==> config.mk <==
export PLATFORM = sky130hd
export DESIGN_NAME = instr_fetch_unit
export DESIGN_NICKNAME = d
export VERILOG_FILES = /design/src/rtl/instr_fetch_unit.sv
export SDC_FILE = /design/constraint.sdc
export NUM_CORES = 1
export LEC_CHECK = 0
export CAP_MARGIN = 20
export CELL_PAD_IN_SITES_DETAIL_PLACEMENT = 2
export CELL_PAD_IN_SITES_GLOBAL_PLACEMENT = 2
export CORE_ASPECT_RATIO = 1.75
export CORE_MARGIN = 8
export CORE_UTILIZATION = 30
export DETAILED_ROUTE_END_ITERATION = 16
export DONT_BUFFER_PORTS = 1
export PLACE_DENSITY_LB_ADDON = 0.2
export REMOVE_ABC_BUFFERS = 1
export SYNTH_ARGS = -nofsm -noshare
export SYNTH_HDL_FRONTEND = slang
export SYNTH_SLANG_ARGS = --single-unit
==> constraint.sdc <==
create_clock -name clk -period 8.2 [get_ports clk]
set_clock_uncertainty 0.05 [all_clocks]
set_input_delay 1.64 -clock clk [delete_from_list [all_inputs] [get_ports clk]]
set_output_delay 1.64 -clock clk [all_outputs]
set_load 0.03 [all_outputs]
==> src/rtl/instr_fetch_unit.sv <==
`timescale 1ns/1ps
`default_nettype none
// ============================================================================
// instr_fetch_unit : IF stage (PC, imem req/ready, skid buffer) and IF/ID reg.
// Optional macro FETCH_PERF_COUNT_EN adds fetch/bubble counter outputs.
// Revision: 1.0
// ============================================================================
module instr_fetch_unit #(
    parameter int                ADDR_W   = 32,
    parameter logic [ADDR_W-1:0] RESET_PC = '0,
    parameter int                PC_INC   = 4
) (
    input  logic              clk,
    input  logic              reset,
    input  logic              stall_in,
    input  logic              branch_taken_in,
    input  logic [ADDR_W-1:0] branch_target_in,
    output logic              imem_req_out,
    output logic [ADDR_W-1:0] imem_addr_out,
    input  logic              imem_ready_in,
    input  logic [31:0]       imem_data_in,
    output logic [31:0]       IR_out,
    output logic [ADDR_W-1:0] PC_out,
    output logic [ADDR_W-1:0] PC4_out,
    output logic              valid_out
`ifdef FETCH_PERF_COUNT_EN
    ,
    output logic [31:0]       fetch_count_out,
    output logic [31:0]       bubble_count_out
`endif
);

    localparam logic [ADDR_W-1:0] c_pc_inc     = ADDR_W'(PC_INC);
    localparam logic [ADDR_W-1:0] c_align_mask = ADDR_W'(3);
    localparam logic [31:0]       c_nop        = 32'h0000_0000;

    typedef enum logic [1:0] {
        ST_BOOT  = 2'd0,
        ST_FETCH = 2'd1,
        ST_HELD  = 2'd2
    } state_t;

    state_t            state_q, state_d;
    logic [ADDR_W-1:0] pc_q, pc_d;
    logic [31:0]       ir_q, ir_d;
    logic [ADDR_W-1:0] pc_out_q, pc_out_d;
    logic [ADDR_W-1:0] pc4_q, pc4_d;
    logic              valid_q, valid_d;
    logic [31:0]       skid_data_q, skid_data_d;
    logic [ADDR_W-1:0] skid_pc_q, skid_pc_d;
    logic              load_valid;
    logic              load_bubble;
    logic              xfer;

    always_comb begin
        state_d     = state_q;
        pc_d        = pc_q;
        ir_d        = ir_q;
        pc_out_d    = pc_out_q;
        pc4_d       = pc4_q;
        valid_d     = valid_q;
        skid_data_d = skid_data_q;
        skid_pc_d   = skid_pc_q;
        load_valid  = 1'b0;
        load_bubble = 1'b0;
        xfer        = (state_q == ST_FETCH) && imem_ready_in;

        if (state_q != ST_BOOT && branch_taken_in) begin
            // Redirect wins over stall; any same-cycle response is dropped.
            pc_d        = branch_target_in & ~c_align_mask;
            ir_d        = c_nop;
            valid_d     = 1'b0;
            skid_data_d = '0;
            skid_pc_d   = '0;
            state_d     = ST_FETCH;
            load_bubble = 1'b1;
        end else begin
            case (state_q)
                ST_BOOT: state_d = ST_FETCH;
                ST_FETCH: begin
                    if (!stall_in) begin
                        if (xfer) begin
                            ir_d       = imem_data_in;
                            pc_out_d   = pc_q;
                            pc4_d      = pc_q + c_pc_inc;
                            valid_d    = 1'b1;
                            pc_d       = pc_q + c_pc_inc;
                            load_valid = 1'b1;
                        end else begin
                            ir_d        = c_nop;
                            valid_d     = 1'b0;
                            load_bubble = 1'b1;
                        end
                    end else if (xfer) begin
                        // Response accepted under stall is parked until release.
                        skid_data_d = imem_data_in;
                        skid_pc_d   = pc_q;
                        pc_d        = pc_q + c_pc_inc;
                        state_d     = ST_HELD;
                    end
                end
                ST_HELD: begin
                    if (!stall_in) begin
                        ir_d        = skid_data_q;
                        pc_out_d    = skid_pc_q;
                        pc4_d       = skid_pc_q + c_pc_inc;
                        valid_d     = 1'b1;
                        skid_data_d = '0;
                        skid_pc_d   = '0;
                        state_d     = ST_FETCH;
                        load_valid  = 1'b1;
                    end
                end
                default: state_d = ST_BOOT;
            endcase
        end
    end

    always_ff @(posedge clk or posedge reset) begin
        if (reset) begin
            state_q     <= ST_BOOT;
            pc_q        <= RESET_PC;
            ir_q        <= c_nop;
            pc_out_q    <= '0;
            pc4_q       <= '0;
            valid_q     <= 1'b0;
            skid_data_q <= '0;
            skid_pc_q   <= '0;
        end else begin
            state_q     <= state_d;
            pc_q        <= pc_d;
            ir_q        <= ir_d;
            pc_out_q    <= pc_out_d;
            pc4_q       <= pc4_d;
            valid_q     <= valid_d;
            skid_data_q <= skid_data_d;
            skid_pc_q   <= skid_pc_d;
        end
    end

    assign imem_req_out  = (state_q == ST_FETCH);
    assign imem_addr_out = pc_q;
    assign IR_out        = ir_q;
    assign PC_out        = pc_out_q;
    assign PC4_out       = pc4_q;
    assign valid_out     = valid_q;

`ifdef FETCH_PERF_COUNT_EN
    logic [31:0] fetch_cnt_q, fetch_cnt_d;
    logic [31:0] bubble_cnt_q, bubble_cnt_d;

    always_comb begin
        fetch_cnt_d  = fetch_cnt_q + {31'd0, load_valid};
        bubble_cnt_d = bubble_cnt_q + {31'd0, load_bubble};
    end

    always_ff @(posedge clk or posedge reset) begin
        if (reset) begin
            fetch_cnt_q  <= '0;
            bubble_cnt_q <= '0;
        end else begin
            fetch_cnt_q  <= fetch_cnt_d;
            bubble_cnt_q <= bubble_cnt_d;
        end
    end

    assign fetch_count_out  = fetch_cnt_q;
    assign bubble_count_out = bubble_cnt_q;
`else
    logic unused_counts;
    assign unused_counts = load_valid ^ load_bubble;
`endif

endmodule
`default_nettype wire
# [Word-level counts from Yosys, hierarchy flattened]
# Index checks and enable logic that the tools add are counted.
[word_totals] regBits=195 output_inout_bits=130 elab_cells=66
[classes] add_sub_neg=2 eq_ne=9 mux=33 bitwise_logic=1 n_reduce_logical=13
[op_table] operator="$mux W32" count=18
[op_table] operator="$pmux W32 S2" count=5
[op_table] operator="$add A32 B3 Y32 const B" count=2
[op_table] operator="$mux W2" count=4
[op_table] operator="$reduce_bool A2 Y1" count=4
[op_table] operator="$ne A3 B2 Y1 const B" count=2
[op_table] operator="$pmux W2 S3" count=1
[op_table] operator="$reduce_and A3 Y1" count=2
[op_table] operator="$reduce_and A5 Y1" count=1
[op_table] operator="$mux W1" count=4
[op_table] operator="$ne A2 B2 Y1 const B" count=2
[op_table] operator="$reduce_and A4 Y1" count=1
[op_table] operator="$ne A3 B1 Y1 const B" count=1
[op_table] operator="$ne A3 B3 Y1 const B" count=1
[op_table] operator="$reduce_bool A3 Y1" count=1
[op_table] operator="$eq A2 B1 Y1 const B" count=1
[op_table] operator="$eq A2 B2 Y1 const B" count=1
[op_table] operator="$logic_and A1 B1 Y1" count=2
[op_table] operator="$logic_not A2 Y1" count=1
[op_table] operator="$ne A2 B1 Y1 const B" count=1
[op_table] operator="$pmux W1 S2" count=1
[op_table] operator="$reduce_and A2 Y1" count=1
[op_table] operator="$not A1 Y1" count=1

# [Depth between registers and ports, before layout]
[depth] word_depth=6 ltp_mapped=9 mapped_depth_nobuf=6

# [Least setup slack after synthesis]
# OpenSTA, ideal clock, no wires.
[synth_timing] path_type="input port to flip-flop" from="input port branch_taken_in" to="register skid_pc_q[4]" arrival_ps=3014 setup_slack_ps=5053 cell_stages=7 path_cell_list="clkbuf_1 -> o21bai_1 -> a22oi_1 -> clkbuf_1 -> clkbuf_1 -> nand2_1 -> o21ai_0"
[synth_via] elab_chain_cells=3
[synth_lines] element="start: declaration" line_no="16" text="input logic branch_taken_in,"
[synth_lines] element="$logic_and A1 B1 Y1 (*)" line_no="68" text="if (state_q != ST_BOOT && branch_taken_in) begin"
[synth_lines] element="$ne A3 B1 Y1 (no line) (tied with other cells)"
[synth_lines] element="$reduce_and A4 Y1 (no line)"
[synth_lines] element="end signal: assignment" line_no="137" text="skid_pc_q <= skid_pc_d;"
[synth_lines] element="end: declaration" line_no="50" text="logic [ADDR_W-1:0] skid_pc_q, skid_pc_d;"
# Every way passes the cells marked *; elsewhere a longest branch is shown, timed or not.
# A chain may end at the register's enable or synchronous reset.

# [Final worst setup path]
[layout_timing] from="input port imem_ready_in" to="register pc4_q[25] (netlist: PC4_out[25])"
[layout_via] elab_chain_cells=3
[layout_lines] element="start: declaration" line_no="20" text="input logic imem_ready_in,"
[layout_lines] element="$logic_and A1 B1 Y1" line_no="66" text="xfer = (state_q == ST_FETCH) && imem_ready_in;"
[layout_lines] element="$ne A2 B1 Y1 (no line)"
[layout_lines] element="$reduce_and A5 Y1 (no line)"
[layout_lines] element="end signal: assignment" line_no="134" text="pc4_q <= pc4_d;"
[layout_lines] element="end: declaration" line_no="47" text="logic [ADDR_W-1:0] pc4_q, pc4_d;"
# Every way passes these cells.

==> results.yml <==
yosys:
  synth_fa_ha_area_frac: 0.00258
  synthMuxAreaShare: 0.0393
  synth-main-ff-cell: "dfrtp_1"
  yosys-top-cells-area: "dfrtp_1, nand2_1, o21ai_0"
  syn_inst: 1071
  syn_area_um2: 9700
  synth_area_per_cell_um2: 9.06
  synth_compound_area_frac: 0.186
  synth_top_area_cell: "dfrtp_1"
  synth_top_family_by_area: "simple AND/OR/NAND/NOR gates"
  synth_edf_count: 0
  synthSimpleGateAreaFrac: 0.189
  ys_async_sr_fraction: 1.00
  synth_seq_area_share: 0.487
  synthTopCellsByCount: "nand2_1, dfrtp_1, o21ai_0, clkbuf_1, mux2i_1"
  yosysMostFrequentCell: "nand2_1"
  synth_cell_types: 61
  yosys_warnings: 0
  synthXorXnorAreaFrac: 0.0433
  synth_top_area_share: 0.487
  ys_ff_latch: 189
clock_network:
  clockBufferDepth: 2
  insertion_delay_ps: 450
  holdBufCountCts: 0
  htree_num_levels: 4
  cts.sinks: 189
  cts_resized: 0
  cts_buffers: 17
  post_cts_buffers: 0
  clockRootBuffer: "clkbuf_16"
  clk_pin_slew_ps: 70
  cts_tree: "built"
die:
  die_y_um: 254
  die_x_um: 152
  num_rows: 87
  core_um2: 32000
  pin_count: 199
  dieArea_um2: 38600
  start_util: 0.303
sta:
  fin_ws_ps: 4180
  worst_pin_slew_ps: 1110
  tns_ps: 0
  period_share: 0.491
  setup_viol: 0
  fin_crit_ps: 4020
  slew_violations: 0
  max_freq_ghz: 0.249
  rsz0062_at_grt: "false"
  slew_headroom: 0.257
  hold_viol_final: 0
drt:
  antenna_left: 0
  routed_wl_um: 35500
  viasPerCell: 5.53
  vias: 7817
  drc: 0
  drtIter0Drc: 246
  dr.pass1.iters: 4
  wire_per_inst_um: 25.1
run_status:
  status: "completed"
setup_path:
  worst_setup_path_end_kind: "flop"
  setup.worst_path.class: "input port to flop"
  crit_path_start_kind: "input port"
  crit_required_ps: 8480
  arrival_ps: 4310
  path_buf_inv: 1
  cpLargestDelayFamily: "compound AO/OA/AOI/OAI gates"
  cp_max_fo: 76
  cpPeakStageDelay_ps: 770
  crit_chain: "and3b_2, o21ai_4, buf_4, nor2_1, a221o_1"
  slowest_stage: "o21ai_4"
grt:
  grt_usage: 0.184
  grt_max_degree: 88
  grt_pass1_wl_um: 55100
  grt_pass1_vias: 8647
  grt_overflow: 0
  antenna_found_initial: 0
place:
  portBuffers: 0
  gp_congestion: 0.774
  hpwlAfterDp_um: 24800
  pre_cts_slack_ps: 3550
final_layout:
  nets: 1072
  area_delta_synth_final_pct: 7.90
  drive_gt1_frac: 0.0671
  diodes: 0
power_and_ir_drop:
  p_leak_uw: 0.00417
  p_per_area_nw_per_um2: 256
  max-vdd-ir-drop_v: 0.000146
run:
  drv_cap: 0
min_path:
  min_path_type: "flop to flop"
==> metrics by stage <==
stage | power, µW | hold slack (ps) | instances | util | cell area (µm²)
final | 2680 | 435 | 1414 | 0.327 | 10500
after detailed placement | 1890 | 420 | 1382 | 0.309 | 9900
after global placement | 1870 | 412 | 1382 | 0.309 | 9900
after global routing | 2830 | 460 | 1414 | 0.327 | 10500
after CTS | 2740 | 439 | 1414 | 0.327 | 10500
after floorplan | 1700 | 401 | 970 | - | 9240
==> power by group <==
part | total, µW | internal [µW] | switching, µW
sequential | 1500 | 1080 | 426
clock | 834 | 437 | 397
combinational | 348 | 133 | 215
total | 2680 | 1650 | 1040
==> routing by layer <==
metal	up-vias	part of all wire	GRT usage
met5	-	0	0
met1	4011	0.36	0.187
li1	3604	-	-
met4	0	0.017	0.0565
met3	35	0.071	0.0625
met2	167	0.55	0.348
==> layout by cell type (no fill, tap or decap), types with 4 or more instances in the layout <==
cell type,netlist,layout
a21o_1,4,4
a21oi_1,20,19
a221o_1,14,14
a22oi_1,36,35
and3_1,6,6
and4_1,5,5
buf_4,8,12
clkbuf_16,0,17
clkinvlp_4,0,5
dfrtp_1,189,189
inv_1,11,10
mux2i_1,37,37
nand2_1,258,258
nand3_1,24,24
nand4_1,13,13
nor2_1,23,22
nor3_1,17,17
nor3b_1,8,8
nor4_1,12,12
o211ai_1,7,7
o21ai_0,139,139
o221ai_1,5,5
o311ai_0,5,5
o31a_1,4,4
o31ai_1,33,33
xnor2_1,23,23
xor2_1,25,25
==> state kept, by name (all words and copies together), names as in the netlist <==
| signal | flops |
|---|---|
| imem_addr_out | 30 |
| PC4_out | 30 |
| valid_out | 1 |
| skid_data_q | 32 |
| IR_out | 32 |
| state_q | 2 |
| PC_out | 31 |
| skid_pc_q | 31 |
==> area by class of cell <==
type | instances | area [µm²]
clock buffers | 20 | 457
inverters | 11 | 48.8
fillers | 3597 | 21500
clock inverters | 12 | 113
repair buffers | 12 | 90.1
flip-flops and latches | 189 | 4730
multi-input cells | 770 | 4530
well taps | 400 | 500
==> worst min-delay path: stages (launching register included) <==
cell	delay, ps
dfrtp_1	350
nand2_1	50
o21ai_0	60
==> cells by family (layout without fill, tap and decap cells) <==
kind of cell / count (synthesis) / count (layout)
AND/OR/NAND/NOR: 394 / 394
AO/OA/AOI/OAI: 286 / 286
flip-flops: 189 / 189
buffers and inverters: 113 / 55
XOR/XNOR: 48 / 48
multiplexers: 38 / 38
adder cells (fa/ha/maj): 2 / 2
other: 1 / 2
==> path summary, 6_finish.rpt <==
kind,start,to,slack [ps],cells past startpoint
max,imem_ready_in,PC4_out[25],4180,5
min,skid_data_q[31],skid_data_q[31],440,2
max reg2reg,state_q[0],PC4_out[25],4690,5
min reg2reg,skid_data_q[31],skid_data_q[31],440,2
max in group asynchronous,reset,state_q[0],5730,2
min in group asynchronous,reset,valid_out,1090,1
No activity file was read; power rests on OpenSTA's default activity.
